==> src/rtl/mn_matrix_pkg.sv <==
// Shared definitions for the matrix stream reader: FSM encoding, default widths, FIFO entry tags.
package mn_matrix_pkg;

    localparam int unsigned DEF_DATA_W     = 32;
    localparam int unsigned DEF_DIM_W      = 32;
    localparam int unsigned DEF_FIFO_DEPTH = 2;

    typedef enum logic [1:0] {
        IDLE  = 2'd0,
        ISSUE = 2'd1,
        DRAIN = 2'd2,
        DONE  = 2'd3
    } state_t;

    // Per-element tags carried alongside the data through the output buffer.
    typedef struct packed {
        logic row_end;
        logic last;
    } tag_t;

endpackage

==> src/rtl/mn_stream_fifo.sv <==
// Fall-through output buffer: an element pushed into an empty buffer is presented the same cycle.
module mn_stream_fifo
    import mn_matrix_pkg::*;
#(
    parameter int unsigned W     = DEF_DATA_W,
    parameter int unsigned DEPTH = DEF_FIFO_DEPTH
) (
    input  logic                         clk,
    input  logic                         reset,
    input  logic                         push,
    input  logic [W-1:0]                 push_data,
    input  logic                         push_row_end,
    input  logic                         push_last,
    input  logic                         ready,
    output logic                         valid,
    output logic [W-1:0]                 data,
    output logic                         row_end,
    output logic                         last,
    output logic [$clog2(DEPTH+1)-1:0]   level
);

    localparam int unsigned PTR_W = $clog2(DEPTH);
    localparam int unsigned LVL_W = $clog2(DEPTH + 1);
    localparam int unsigned ENT_W = W + $bits(tag_t);

    logic [ENT_W-1:0] mem [DEPTH];
    logic [PTR_W-1:0] wr_ptr;
    logic [PTR_W-1:0] rd_ptr;
    logic [ENT_W-1:0] head;
    tag_t             in_tag;
    tag_t             head_tag;
    logic             empty;
    logic             wr_en;
    logic             rd_en;

    assign in_tag.row_end = push_row_end;
    assign in_tag.last    = push_last;
    assign empty    = (level == '0);
    assign head     = empty ? {in_tag, push_data} : mem[rd_ptr];
    assign head_tag = head[ENT_W-1:W];

    // An empty buffer with a push and a taker passes the element straight through without storing it.
    assign valid = !empty || push;
    assign wr_en = push && !(empty && ready);
    assign rd_en = ready && !empty;

    // Outputs are forced to zero whenever nothing is being presented.
    assign data    = valid ? head[W-1:0] : '0;
    assign row_end = valid && head_tag.row_end;
    assign last    = valid && head_tag.last;

    // Storage array; contents are don't-care until written, so no reset.
    always_ff @(posedge clk) begin
        if (wr_en) begin
            mem[wr_ptr] <= {in_tag, push_data};
        end
    end

    // Pointer and occupancy bookkeeping.
    always_ff @(posedge clk or posedge reset) begin
        if (reset) begin
            wr_ptr <= '0;
            rd_ptr <= '0;
            level  <= '0;
        end else begin
            if (wr_en) begin
                wr_ptr <= (wr_ptr == PTR_W'(DEPTH - 1)) ? '0 : wr_ptr + PTR_W'(1);
            end
            if (rd_en) begin
                rd_ptr <= (rd_ptr == PTR_W'(DEPTH - 1)) ? '0 : rd_ptr + PTR_W'(1);
            end
            level <= level + LVL_W'(wr_en) - LVL_W'(rd_en);
        end
    end

endmodule

==> src/rtl/mn_matrix_reader.sv <==
// Streams a matrix out of a 1-cycle-latency element store in row- or column-major order.
module mn_matrix_reader
    import mn_matrix_pkg::*;
#(
    parameter int unsigned DATA_W     = DEF_DATA_W,
    parameter int unsigned DIM_W      = DEF_DIM_W,
    parameter int unsigned FIFO_DEPTH = DEF_FIFO_DEPTH
) (
    input  logic              clk,
    input  logic              reset,
    input  logic              start,
    input  logic              transpose,
    input  logic [DIM_W-1:0]  m_dim,
    input  logic [DIM_W-1:0]  n_dim,
    output logic              mat_read,
    output logic              mat_transpose,
    output logic [DIM_W-1:0]  mat_m_dim,
    output logic [DIM_W-1:0]  mat_n_dim,
    output logic [DIM_W-1:0]  mat_m_addr,
    output logic [DIM_W-1:0]  mat_n_addr,
    input  logic [DATA_W-1:0] mat_data,
    output logic [DATA_W-1:0] out_data,
    output logic              out_valid,
    input  logic              out_ready,
    output logic              out_row_end,
    output logic              out_last,
    output logic              busy,
    output logic              done
);

    localparam int unsigned LVL_W = $clog2(FIFO_DEPTH + 1);
    localparam int unsigned OCC_W = LVL_W + 2;

    state_t           state;
    logic [DIM_W-1:0] outer_lim;
    logic [DIM_W-1:0] inner_lim;
    logic             rd_pend;
    logic             rd_row_end;
    logic             rd_last;
    logic [LVL_W-1:0] level;
    logic             pop;
    logic             inner_wrap;
    logic             final_rd;
    logic [OCC_W-1:0] occ_next;
    logic             credit;

    // The address counters are the registered address outputs themselves (outer on m, inner on n).
    assign pop        = out_valid && out_ready;
    assign inner_wrap = (mat_n_addr == inner_lim - DIM_W'(1));
    assign final_rd   = inner_wrap && (mat_m_addr == outer_lim - DIM_W'(1));

    // mat_read is registered, so credit looks one cycle ahead: next-cycle occupancy plus the
    // read now in flight must leave room for the read about to be issued.
    assign occ_next = OCC_W'(level) + OCC_W'(rd_pend) - OCC_W'(pop);
    assign credit   = (occ_next + OCC_W'(mat_read)) < OCC_W'(FIFO_DEPTH);

    // Control FSM, address counters and read-response tracking.
    always_ff @(posedge clk or posedge reset) begin
        if (reset) begin
            state         <= IDLE;
            outer_lim     <= '0;
            inner_lim     <= '0;
            mat_read      <= 1'b0;
            mat_transpose <= 1'b0;
            mat_m_dim     <= '0;
            mat_n_dim     <= '0;
            mat_m_addr    <= '0;
            mat_n_addr    <= '0;
            rd_pend       <= 1'b0;
            rd_row_end    <= 1'b0;
            rd_last       <= 1'b0;
            busy          <= 1'b0;
            done          <= 1'b0;
        end else begin
            done       <= 1'b0;
            rd_pend    <= mat_read;
            rd_row_end <= mat_read && inner_wrap;
            rd_last    <= mat_read && final_rd;
            case (state)
                IDLE: begin
                    if (start) begin
                        mat_m_dim  <= m_dim;
                        mat_n_dim  <= n_dim;
                        outer_lim  <= transpose ? n_dim : m_dim;
                        inner_lim  <= transpose ? m_dim : n_dim;
                        mat_m_addr <= '0;
                        mat_n_addr <= '0;
                        if (m_dim == '0 || n_dim == '0) begin
                            state <= DONE;
                            done  <= 1'b1;
                        end else begin
                            state         <= ISSUE;
                            busy          <= 1'b1;
                            mat_transpose <= transpose;
                            mat_read      <= credit;
                        end
                    end
                end
                ISSUE: begin
                    if (mat_read) begin
                        if (inner_wrap) begin
                            mat_n_addr <= '0;
                            mat_m_addr <= mat_m_addr + DIM_W'(1);
                        end else begin
                            mat_n_addr <= mat_n_addr + DIM_W'(1);
                        end
                    end
                    if (mat_read && final_rd) begin
                        state    <= DRAIN;
                        mat_read <= 1'b0;
                    end else begin
                        mat_read <= credit;
                    end
                end
                DRAIN: begin
                    if (pop && out_last) begin
                        state         <= DONE;
                        busy          <= 1'b0;
                        mat_transpose <= 1'b0;
                        done          <= 1'b1;
                    end
                end
                default: begin
                    state <= IDLE;
                end
            endcase
        end
    end

    mn_stream_fifo #(
        .W     (DATA_W),
        .DEPTH (FIFO_DEPTH)
    ) u_fifo (
        .clk          (clk),
        .reset        (reset),
        .push         (rd_pend),
        .push_data    (mat_data),
        .push_row_end (rd_row_end),
        .push_last    (rd_last),
        .ready        (out_ready),
        .valid        (out_valid),
        .data         (out_data),
        .row_end      (out_row_end),
        .last         (out_last),
        .level        (level)
    );

endmodule

==> config.mk <==
export PLATFORM = sky130hd
export DESIGN_NAME = mn_matrix_reader
export DESIGN_NICKNAME = d
export VERILOG_FILES = /design/src/rtl/mn_matrix_pkg.sv /design/src/rtl/mn_stream_fifo.sv /design/src/rtl/mn_matrix_reader.sv
export SDC_FILE = /design/constraint.sdc
export NUM_CORES = 1
export LEC_CHECK = 0
export ABC_AREA = 1
export CORE_AREA = 10 10 178 180
export DETAILED_ROUTE_END_ITERATION = 16
export DIE_AREA = 0 0 188 190
export PLACE_DENSITY = 0.94
export SLEW_MARGIN = 15
export SYNTH_ARGS = -nofsm -noshare
export SYNTH_HDL_FRONTEND = slang
export SYNTH_SLANG_ARGS = --single-unit
==> constraint.sdc <==
create_clock -name clk -period 17.9 [get_ports clk]
set_input_delay 2.685 -clock clk [delete_from_list [all_inputs] [get_ports clk]]
set_output_delay 2.685 -clock clk [all_outputs]
set_load 0.01 [all_outputs]
==> results.cfg, run 1 <==
[pwr]
total_power_uw = 3150
powerDensity_nw_per_um2 = 155
leakage_uw = 0.00884
vdd_drop_max_mv = 0.107

[critical_path]
crit_buf_inv = 3
r2r_start = state[1]$_DFFE_PP0P_
critPathRequiredTime_ns = 15.21
crit_chain = clkdlybuf4s50_1, nor2_1, nor2_1, o21ai_0, inv_1, clkdlybuf4s50_1
worstSetupPathType = in -> out
cpPeakStageDelay_ns = 0.53
end_kind = output pin
critPathTopFamily = buffers and inverters
crit_start = mat_data[4]
crit_path_top_delay_cell = clkdlybuf4s50_1
cp.arrival_ns = 4.19
startpoint_type = primary input
path_max_fanout = 3

[global_route]
grt_pass1_wl_um = 87200
grt_overflow_total = 0
grt_pass1_vias = 15600
antenna_found_initial = 0
globalRouteTotalUtil_pct = 30.3
grt_max_degree = 124

[detailed_routing]
drtIter0Drc = 1826
first_pass_iters = 8
viasPerCell = 5.81
ant_nets = 0
remaining_drc_errors = 0
avgRoutedWirePerCell_um = 20.0
wl_um = 56100
vias = 16300

[clock_tree]
clockRootBuffer = clkbuf_16
clk_pin_slew_worst_paths_ns = 0.06
clk_latency_ns = 0.57
hold_buffers = 0
cts_buffers = 30
clock-sinks = 273
cts_buffer_depth = 3
post_cts_buffers = 0
cts.htree.levels = 1
cts_tree = yes
cts.repair.resized = 0

[cells_and_area]
layout-area-overhead-vs-synth_pct = 23.6
drive_above_1_share_pct = 5.50
n_antenna_cell = 0
fillers = 2218
fin_nets = 2507

[outcome]
status = finished clean

[sta]
min_period_ns = 6.87
setup_ws_ns = 11.03
final.period_utilization_pct = 38.4
fmax_ghz = 0.145
worst_pin_slew_ns = 0.997
rsz0062_at_grt = no
slew_violations = 0
relSlewSlack_pct = 33.5
skew_ns = 0.0148
whs_ns = 0.468
setup_viol = 0
hold_viol_final = 0
finalSetupTns_ns = 0

[synth]
syn_area_um2 = 16400
ys_ff_latch = 273
synth_ff_type = dfrtp_1
yosysTopAreaCell = dfrtp_1
ys_seq_area_share_pct = 43.6
avgSynthCellArea_um2 = 7.59
synth_nets = 2281
syn_inst = 2166
synth_edf_count = 68
netlist_top_cells_count = nand2_1 (459), inv_1 (278), nor2_1 (278)
synthTopCellsByArea = dfrtp_1 (31%), edfxtp_1 (12%), nand2_1 (10%)
ys_warn_count = 0
synth_top_area_share_pct = 31.2
yosysUniqueCellTypes = 46
ys_async_sr_fraction_pct = 75.1
yosysMostFrequentCell = nand2_1

[hold_path]
hold_path.class = reg -> reg
min_from = rd_row_end$_DFF_PP0_

[placed_design]
hpwl_um = 42700
place_ws_ns = 11.02
gp_congestion = 1.07
io_buffer_count = 267

[die]
rows = 62
die_area_um2 = 35700
start_util_pct = 58.3
pin_count = 268
fp.dieW_um = 188
die_y_um = 190
core_um2 = 28200

[flow_run]
drv_cap = 0
[layout by cell type (no fill, tap or decap), drive strengths merged, types with 2 or more instances in the layout]
cell,n
nand2,464
nor2,289
inv,285
clkdlybuf4s50,267
o21ai,233
dfrtp,205
a21oi,107
nand3,80
edfxtp,68
xor2,61
xnor2,54
nand4,49
clkbuf,40
nor3,35
mux2,33
nor4,29
o31ai,29
ha,13
nand3b,11
buf,11
clkinv,9
nor3b,7
o21bai,6
and2,6
and3,5
or2,3
o22ai,3
clkinvlp,3
o211ai,2
o21a,2
and3b,2
[per-stage QoR]
stage                     utilization, %  cell area [µm²]  instances
after CTS                           71.9            20300       2799
after floorplan                        -            16400       2166
after global placement              68.4            19300       2743
final                               72.0            20300       2800
after global routing                72.0            20300       2800
after detailed placement            68.4            19300       2743
[flip-flops by register name, summed over array words and instances (netlist names)]
name,cells
busy,1
done,1
inner_lim,32
mat_m_addr,32
mat_m_dim,32
mat_n_addr,32
mat_n_dim,32
mat_read,1
mat_transpose,1
outer_lim,32
rd_last,1
rd_pend,1
rd_row_end,1
state,2
u_fifo.level,2
u_fifo.mem,68
u_fifo.rd_ptr,1
u_fifo.wr_ptr,1
[path summary, 6_finish.rpt]
path,to,cells after the start,slack [ns]
setup / recovery,out_data[4],6,11.03
hold / removal,u_fifo.mem[1][33]$_DFFE_PP_,0,0.47
setup reg to reg,mat_n_addr[25]$_DFFE_PP0P_,16,14.01
hold reg to reg,u_fifo.mem[1][33]$_DFFE_PP_,0,0.47
max in group asynchronous,mat_n_addr[10]$_DFFE_PP0P_,4,13.82
min in group asynchronous,mat_m_dim[24]$_DFFE_PP0P_,2,2.71
[area by class of cell]
| cell class | instances | area, µm² | share of cell area [%] |
|---|---|---|---|
| Clock buffer | 40 | 868 | 4.27 |
| Clock inverter | 16 | 121 | 0.597 |
| Inverter | 282 | 1070 | 5.24 |
| Multi-Input combinational cell | 1527 | 7850 | 38.6 |
| Sequential cell | 273 | 7170 | 35.3 |
| Tap cell | 384 | 480 | 2.36 |
| Timing Repair Buffer | 278 | 2770 | 13.6 |
[per-layer routing]
layer / up-vias / routed length (µm) / share of wire (%) / GRT usage (%)
li1: 7524 / - / - / -
met1: 7589 / 22100 / 39 / 39.5
met2: 992 / 24900 / 44 / 47.7
met3: 154 / 7100 / 13 / 8.28
met4: 0 / 2020 / 3.6 / 10.5
met5: - / 0 / 0 / 0
[logic make-up after synthesis]
family / after synthesis / synth area share [%]
AO/OA/AOI/OAI: 384 / 12.4
XOR/XNOR: 115 / 6.17
adder cells (fa/ha/maj): 14 / 1.11
buffers and inverters: 366 / 8.79
flip-flops: 273 / 43.6
multiplexers: 34 / 2.32
AND/OR/NAND/NOR: 980 / 25.7
[where the power goes]
part	switching [µW]	internal, µW
Combinational	910	604
Clock	264	356
Sequential	191	828
Total	1360	1790
(Power assumes the default switching activity.)
==> run 2: changes to the inputs <==
CORE_AREA = 10 10 195 197   (was 10 10 178 180)
DIE_AREA = 0 0 205 207   (was 0 0 188 190)
PLACE_DENSITY = 0.84   (was 0.94)
clock period = 5.55 ns   (was 17.9 ns; I/O delays follow)
==> run 2 against run 1 <==
Setup slack got worse by 9.6 ns. Combinational power rose to 3.2 times the previous value. Critical endpoint is now out_last. Count of clock-buffer cells in the layout fell by 3. Clock skew rose by 0.0028 ns. Final area fell by 0.13%.
==> results.cfg, run 2 (synthesis results as in run 1) <==
[detailed_routing]
remaining_drc_errors = 0
vias = 15900
wl_um = 57900
ant_nets = 0
avgRoutedWirePerCell_um = 20.2
first_pass_iters = 8
drtIter0Drc = 1336
viasPerCell = 5.56

[sta]
finalSetupTns_ns = 0
slew_violations = 0
worst_pin_slew_ns = 1.04
skew_ns = 0.0176
min_period_ns = 4.10
setup_viol = 0
fmax_ghz = 0.244
hold_viol_final = 0
final.period_utilization_pct = 73.8
rsz0062_at_grt = no
relSlewSlack_pct = 30.4

[outcome]
status = finished clean

[cells_and_area]
drive_above_1_share_pct = 5.18
n_antenna_cell = 0
postLayoutCellArea_um2 = 20300
top_register = u_fifo.mem
largest_reg_flops = 68
fin_nets = 2506
mostFrequentLayoutCell = nand2_1
final_cell_mix = nand2_1 (458), inv_1 (277), nor2_1 (274), clkdlybuf4s50_1 (267), o21ai_0 (229)
layout-area-overhead-vs-synth_pct = 23.4

[die]
core_um2 = 34100
fp.dieW_um = 205
start_util_pct = 48.2
die_y_um = 207
rows = 68
die_area_um2 = 42400
pin_count = 268

[flow_run]
drv_cap = 0

[clock_tree]
cts_buffers = 29
cts_tree = yes
clk_pin_slew_worst_paths_ns = 0.06
cts_buffer_depth = 3
cts.repair.resized = 0
clk_latency_ns = 0.56
hold_buffers = 0
cts.htree.levels = 1
post_cts_buffers = 0
clockRootBuffer = clkbuf_16
clock-sinks = 273

[global_route]
grt_pass1_wl_um = 89800
use_met2_pct = 40.8
grt_max_degree = 170
grt_util_met1_pct = 34.7
globalRouteTotalUtil_pct = 26.3
antenna_found_initial = 1
grt_overflow_total = 0
met3_usage_pct = 7.46
busiest_layer = met2
grt_pass1_vias = 15400

[pwr]
vdd_drop_max_mv = 0.308
leakage_uw = 0.00875
powerDensity_nw_per_um2 = 492

[critical_path]
startpoint_type = flip-flop
end_kind = output pin
reg2reg_depth = 14
worstSetupPathType = reg -> out
critPathRequiredTime_ns = 4.72
path_max_fanout = 36
r2r_setup_slack_ns = 1.95
critPathCapture = out_last
cp.arrival_ns = 3.26
r2r_start = state[1]$_DFFE_PP0P_
crit_start = u_fifo.level[1]$_DFF_PP0_
rr_endpoint = mat_n_addr[27]$_DFFE_PP0P_

[hold_path]
hold_path.class = reg -> reg

[placed_design]
io_buffer_count = 267
hpwl_um = 44300
gp_congestion = 1.01
placed_cell_area_um2 = 19400
[run 2: cell count changes in the layout (fill, tap and decap cells not counted), moves of 2 or more]
| cell | before | now |
|---|---|---|
| clkbuf_1 | 3 | 7 |
| clkbuf_16 | 32 | 29 |
| clkbuf_4 | 2 | 0 |
| clkbuf_8 | 3 | 1 |
| clkinv_2 | 9 | 4 |
| clkinvlp_2 | 0 | 6 |
[run 2: how the worst min path moves through the flow]
stage / startpoint / endpoint / slack, ns / cells after the start
2_1_floorplan: rd_last$_DFF_PP0_ / u_fifo.mem[0][32]$_DFFE_PP_ / 0.44 / 0
3_3_place_gp: rd_last$_DFF_PP0_ / u_fifo.mem[0][32]$_DFFE_PP_ / 0.46 / 0
3_5_place_dp: mat_m_dim[23]$_DFFE_PP0P_ / mat_m_dim[23]$_DFFE_PP0P_ / 0.47 / 2
4_1_cts: mat_m_dim[23]$_DFFE_PP0P_ / mat_m_dim[23]$_DFFE_PP0P_ / 0.49 / 2
5_1_grt: rd_row_end$_DFF_PP0_ / u_fifo.mem[0][33]$_DFFE_PP_ / 0.51 / 0
6_report: rd_last$_DFF_PP0_ / u_fifo.mem[0][32]$_DFFE_PP_ / 0.48 / 0
[run 2: metrics by stage]
step	hold slack [ns]	utilization [%]	total power, µW	setup slack, ns	instances
after floorplan	0.443	-	6120	2.06	2166
after global placement	0.460	56.9	7970	1.91	2815
after detailed placement	0.473	56.9	8100	1.80	2815
after CTS	0.488	59.5	9980	1.44	2867
after global routing	0.509	59.5	10700	1.22	2867
final	0.482	59.5	10000	1.45	2867
[run 2: where the power goes]
part / internal, µW / switching (µW)
Combinational: 1950 / 2870
Sequential: 2670 / 658
Clock: 1020 / 828
Total: 5640 / 4360
[run 2: cell type report]
cell class	instances	area (µm²)
Fill cell	2993	13800
Tap cell	455	569
Clock buffer	37	766
Clock inverter	15	113
Multi-Input combinational cell	1527	7850
Inverter	282	1060
Sequential cell	273	7170
Timing Repair Buffer	278	2770
[run 2: per-layer routing]
metal / vias to the layer above / wire, µm
li1: 7511 / -
met5: - / 0
met2: 826 / 25600
met3: 121 / 6380
met1: 7488 / 24100
met4: 0 / 1820
[run 2: critical path: stages (launching register included)]
cell,delay [ns]
dfrtp_1,0.45
nor2_2,0.10
buf_4,0.32
inv_2,0.35
nor2_2,0.19
buf_4,0.39
inv_1,0.14
o211ai_1,0.12
inv_1,0.12
clkdlybuf4s50_1,0.50
